$ cat src/rtl/net_bus_arb7.sv
// Seven-requester round-robin NetBus merge arbiter with a per-grant burst limit.
// Accepted beats pass unmodified through a single output register.
module net_bus_arb7 #(
  parameter  int DATA_WIDTH = 4,
  parameter  int BURST_MAX  = 4,
  localparam int W          = DATA_WIDTH * 9 + 14,
  localparam int CW         = $clog2(BURST_MAX + 1)
) (
  input  logic         CLK,
  input  logic         RST_N,
  input  logic [W-1:0] DATA0,
  input  logic [W-1:0] DATA1,
  input  logic [W-1:0] DATA2,
  input  logic [W-1:0] DATA3,
  input  logic [W-1:0] DATA4,
  input  logic [W-1:0] DATA5,
  input  logic [W-1:0] DATA6,
  input  logic         VALID0,
  input  logic         VALID1,
  input  logic         VALID2,
  input  logic         VALID3,
  input  logic         VALID4,
  input  logic         VALID5,
  input  logic         VALID6,
  output logic         READY0,
  output logic         READY1,
  output logic         READY2,
  output logic         READY3,
  output logic         READY4,
  output logic         READY5,
  output logic         READY6,
  output logic         WCLK,
  output logic [W-1:0] WDATA,
  output logic         WVALID,
  input  logic         WREADY,
  output logic [2:0]   WSRC
);

  logic [6:0]    valid_s;
  logic [W-1:0]  data_s [7];
  logic          load_s;
  logic          any_s;
  logic          stay_s;
  logic [2:0]    sel_s;
  logic [6:0]    ready_s;

  logic [W-1:0]  wdata_q,  wdata_d;
  logic          wvalid_q, wvalid_d;
  logic [2:0]    wsrc_q,   wsrc_d;
  logic [2:0]    last_q,   last_d;
  logic [CW-1:0] cnt_q,    cnt_d;

  // Circular search starting after 'from'; 'from' itself is the last candidate.
  function automatic logic [2:0] rr_pick(input logic [6:0] v, input logic [2:0] from);
    logic [2:0] c;
    logic [2:0] pick;
    logic       hit;
    c    = from;
    pick = from;
    hit  = 1'b0;
    for (int k = 0; k < 7; k++) begin
      c = (c == 3'd6) ? 3'd0 : c + 3'd1;
      if (!hit && v[c]) begin
        pick = c;
        hit  = 1'b1;
      end
    end
    return pick;
  endfunction

  assign valid_s = {VALID6, VALID5, VALID4, VALID3, VALID2, VALID1, VALID0};
  assign data_s[0] = DATA0;
  assign data_s[1] = DATA1;
  assign data_s[2] = DATA2;
  assign data_s[3] = DATA3;
  assign data_s[4] = DATA4;
  assign data_s[5] = DATA5;
  assign data_s[6] = DATA6;

  assign load_s  = ~wvalid_q | WREADY;
  assign any_s   = |valid_s;
  assign stay_s  = (cnt_q != {CW{1'b0}}) && (cnt_q < CW'(BURST_MAX)) && valid_s[last_q];
  assign sel_s   = stay_s ? last_q : rr_pick(valid_s, last_q);
  // READY is gated by RST_N so nothing is accepted while reset is held.
  assign ready_s = (RST_N && load_s && any_s) ? (7'd1 << sel_s) : 7'd0;

  assign {READY6, READY5, READY4, READY3, READY2, READY1, READY0} = ready_s;
  assign WCLK   = CLK;
  assign WDATA  = wdata_q;
  assign WVALID = wvalid_q;
  assign WSRC   = wsrc_q;

  // Next-state: accept, idle gap (ends the burst), or stall (hold everything).
  always_comb begin
    wdata_d  = wdata_q;
    wvalid_d = wvalid_q;
    wsrc_d   = wsrc_q;
    last_d   = last_q;
    cnt_d    = cnt_q;
    if (load_s) begin
      if (any_s) begin
        wdata_d  = data_s[sel_s];
        wvalid_d = 1'b1;
        wsrc_d   = sel_s;
        last_d   = sel_s;
        cnt_d    = stay_s ? cnt_q + CW'(1) : CW'(1);
      end else begin
        wvalid_d = 1'b0;
        cnt_d    = {CW{1'b0}};
      end
    end else begin
      wvalid_d = wvalid_q;
    end
  end

  // State and output registers.
  always_ff @(posedge CLK or negedge RST_N) begin
    if (!RST_N) begin
      wdata_q  <= {W{1'b0}};
      wvalid_q <= 1'b0;
      wsrc_q   <= 3'd0;
      last_q   <= 3'd6;
      cnt_q    <= {CW{1'b0}};
    end else begin
      wdata_q  <= wdata_d;
      wvalid_q <= wvalid_d;
      wsrc_q   <= wsrc_d;
      last_q   <= last_d;
      cnt_q    <= cnt_d;
    end
  end

endmodule

$ cat config.mk
export PLATFORM = sky130hd
export DESIGN_NAME = net_bus_arb7
export DESIGN_NICKNAME = d
export VERILOG_FILES = /design/src/rtl/net_bus_arb7.sv
export SDC_FILE = /design/constraint.sdc
export NUM_CORES = 1
export LEC_CHECK = 0
export ABC_AREA = 1
export CAP_MARGIN = 20
export CORE_AREA = 10 10 157 159
export DETAILED_ROUTE_END_ITERATION = 16
export DIE_AREA = 0 0 167 169
export PLACE_DENSITY_LB_ADDON = 0.2
export SETUP_SLACK_MARGIN = 0.15
export SYNTH_ARGS = -nofsm -noshare
export SYNTH_HDL_FRONTEND = slang
export SYNTH_SLANG_ARGS = --single-unit
$ cat constraint.sdc
create_clock -name CLK -period 3.5 [get_ports CLK]
set_input_delay 0.525 -clock CLK [delete_from_list [all_inputs] [get_ports CLK]]
set_output_delay 0.525 -clock CLK [all_outputs]
set_load 0.01 [all_outputs]
==> impl_results.md <==
* Status: finished with violations
* Violated checks: negative setup slack
* Worst-Margin Slew at 0.7916 ns
* Synth cell types at 35
* Clock network latency to the later pin of the worst-skew pair at 0.45 ns
* Worst setup margin at -0.2158 ns
* Final Cycle Share at 106.2%
* Row cnt at 54
* Crit path max fanout at 5
* Mapped Nets at 1,633
* Top cell type's share of synthesized area at 32.25%
* Count leader, synth: nand2_1
* Final net count at 2,090
* Die H at 169 um
* Multi-input gate area at 0.005345 sq mm
* Routed length per placed instance at 21.15 um
* Clk slew on worst S/H paths at 0.06 ns
* Tmin final at 3.716 ns
* DP Wirelength at 29,540 um
* Input/output buffers at 421
* Drt first pass iters at 7
* Worst setup path endpoint: READY5
* Synth warn at 0
* Routed WL at 42,600 um
* Post-synth EDFFs at 0
* Critical Path Sink Type: output port
* Yosys reg bits at 59
* R2R setup slack at 0.09 ns
* Vias in the first global route at 10,200
* All-Layer GR Usage at 27.21%
* DIE AREA at 0.02822 sq mm
* Initial DRC count at 845
* RSZ-0062 raised after global routing: yes
* Initial antenna violation count at 2
* Syn Inst Count at 1,271
* Slew HR at 47.23%
* Synthesized area at 0.006949 sq mm
* Drc violations at 0
* Worst Path Class, Setup: flop to output port
* Required time worst endpoint at 2.97 ns
* Worst reg2reg path depth at 23
* Hold_ws at 0.3304 ns
* Die Width at 167 um
* Reg-to-Reg End: WDATA[36]
* Worst R2R Start: last_q[1]
* Final std cells w/o fill at 2,014
* Top cells by area, synth: nand2_1 (32%), nand3_1 (24%), dfrtp_1 (21%), nand4_1 (5.0%), buf_2 (2.7%)
* Syn avg cell area at 5.467 sq um
* Pin count of the biggest net entering global routing at 126
* GP Congestion at 0.9553
* Worst Path Arrival at 3.19 ns
* Post-route ant nets at 0
* Final TNS setup at -1.361 ns
* Async S/R FF share, synth at 100.0%
* GR Overflow Total at 0
* Worst hold path type: input port to async pin
* Synth-to-layout area growth at 90.40%
* # setup viols final at 7
* Initial Utilization at 32.24%
* Max-slew violations at 0
* Fmax at 0.2691 GHz
* Via count at 10,610
* Dpl ws at -0.4189 ns
* Layout cells sized above 1 at 15.18%
* Synth cell count leaders: nand2_1 (597), nand3_1 (336), dfrtp_1 (57), nand4_1 (55), clkbuf_1 (46)
* Placed cells at 1,957
* First-pass GRT wire length at 60,910 um
* Core Box Area at 0.02155 sq mm
* Hold violation total from the final report at 0
* Crit path launch type: flop
* Post-synth top area cell: nand2_1
* Skew final at 0.01099 ns
* CTS tree: yes
* Max Cap Viol at 0
* Vias per cell at 5.270
* FF/Latch Area at 0.001479 sq mm
* IO Count at 422
* Fill cells at 2,078
* Seq/Total Area, Yosys at 21.28%
* Worst Setup SP: last_q[1]
* Ys flop type: dfrtp_1
registers in the layout (all words and copies together), names as in the netlist:
register  flops
WVALID        1
cnt_q         3
WDATA        50
last_q        2
WSRC          3
through the flow:
| step | util, % | instance area, sq um |
|---|---|---|
| after floorplan | - | 6949 |
| after global placement | 54.66 | 11780 |
| after detailed placement | 54.66 | 11780 |
| after CTS | 59.39 | 12800 |
| after global routing | 61.39 | 13230 |
| final | 61.39 | 13230 |
area by class of cell:
| cell class | instances | area share (%) |
|---|---|---|
| Antenna cell | 1 | 0.01891 |
| Clock buffer | 13 | 2.345 |
| Clock inverter | 7 | 0.3972 |
| Inverter | 34 | 1.069 |
| Multi-Input combinational cell | 1074 | 40.40 |
| Sequential cell | 59 | 11.18 |
| Tap cell | 280 | 2.648 |
| Timing Repair Buffer | 546 | 41.95 |
cell usage in the layout (no fill, tap or decap), types with 2 or more instances in the layout:
| master | Yosys | final |
|---|---|---|
| clkinv_4 | 0 | 3 |
| buf_2 | 38 | 8 |
| a21oi_1 | 6 | 3 |
| buf_12 | 0 | 3 |
| buf_4 | 11 | 88 |
| a21oi_2 | 0 | 2 |
| clkdlybuf4s50_1 | 0 | 413 |
| nor3_2 | 0 | 2 |
| clkinv_2 | 0 | 2 |
| nor2_2 | 1 | 5 |
| nand2_8 | 0 | 9 |
| clkbuf_16 | 0 | 17 |
| buf_8 | 0 | 2 |
| inv_2 | 7 | 10 |
| o21ai_2 | 0 | 3 |
| buf_6 | 5 | 16 |
| dfrtp_1 | 57 | 57 |
| nand2_2 | 12 | 25 |
| a21oi_4 | 1 | 2 |
| nor2_4 | 0 | 8 |
| nand3_1 | 336 | 321 |
| dfstp_2 | 2 | 2 |
| clkinvlp_4 | 0 | 4 |
| nor2_1 | 22 | 10 |
| buf_16 | 0 | 12 |
| o211ai_1 | 6 | 6 |
| nand4_1 | 55 | 55 |
| nand3_4 | 0 | 6 |
| nand2_4 | 5 | 15 |
| o21ai_0 | 13 | 12 |
| ha_1 | 2 | 2 |
| nand3_2 | 2 | 11 |
| inv_1 | 25 | 20 |
| nand2_1 | 597 | 565 |
| o21ai_1 | 4 | 2 |
cell families (layout without fill, tap and decap cells):
group / count (synthesis) / after routing / share of synthesized area (%)
simple gates: 1037 / 1037 / 65.74
flops: 59 / 59 / 21.28
fa+ha+maj: 2 / 2 / 0.3600
other cells: 0 / 1 / 0
buf+inv: 138 / 600 / 9.309
compound gates: 35 / 35 / 3.313
worst min-delay path by stage:
stage	startpoint	end	slack, ns	cells past startpoint
after floorplan	RST_N	WDATA[0]	0.23	0
final	RST_N	WDATA[20]	0.33	2
after detailed placement	WSRC[1]	WSRC[1]	0.48	2
after global placement	WSRC[1]	WSRC[1]	0.47	2
after global routing	RST_N	WDATA[20]	0.39	2
after CTS	RST_N	WDATA[21]	0.37	2
critical path: stages, from the launching register on:
cell and delay (ns):
dfstp_2 0.61, buf_6 0.13, buf_6 0.12, nand2_1 0.06, inv_1 0.15, nand2_1 0.11
o2111ai_2 0.12, o211ai_1 0.14, nor2_2 0.14, nand4_1 0.18, buf_4 0.19, a21oi_2 0.12
nor2_2 0.07, nand2_4 0.09, nand2_8 0.08, inv_2 0.08, nand2_2 0.08, nor3_4 0.12
buf_2 0.15
layer usage:
layer / global-route usage, % / vias up / routed length (um)
met1: 31.00 / 4907 / 16380
met5: 0 / - / 13
met3: 7.666 / 79 / 3667
met2: 46.27 / 492 / 20700
li1: - / 5133 / -
met4: 12.56 / 2 / 1831
timing repair:
item	CTS	global route
hold buffers	0	0
pin swaps	31	37
cloned	6	5
buffers inserted	17	9
endpoints found under the setup margin	56	59
gates resized for setup	118	62
Power is not shown: default switching activity piles up to over one toggle a cycle in this logic, so the estimate is an artifact.
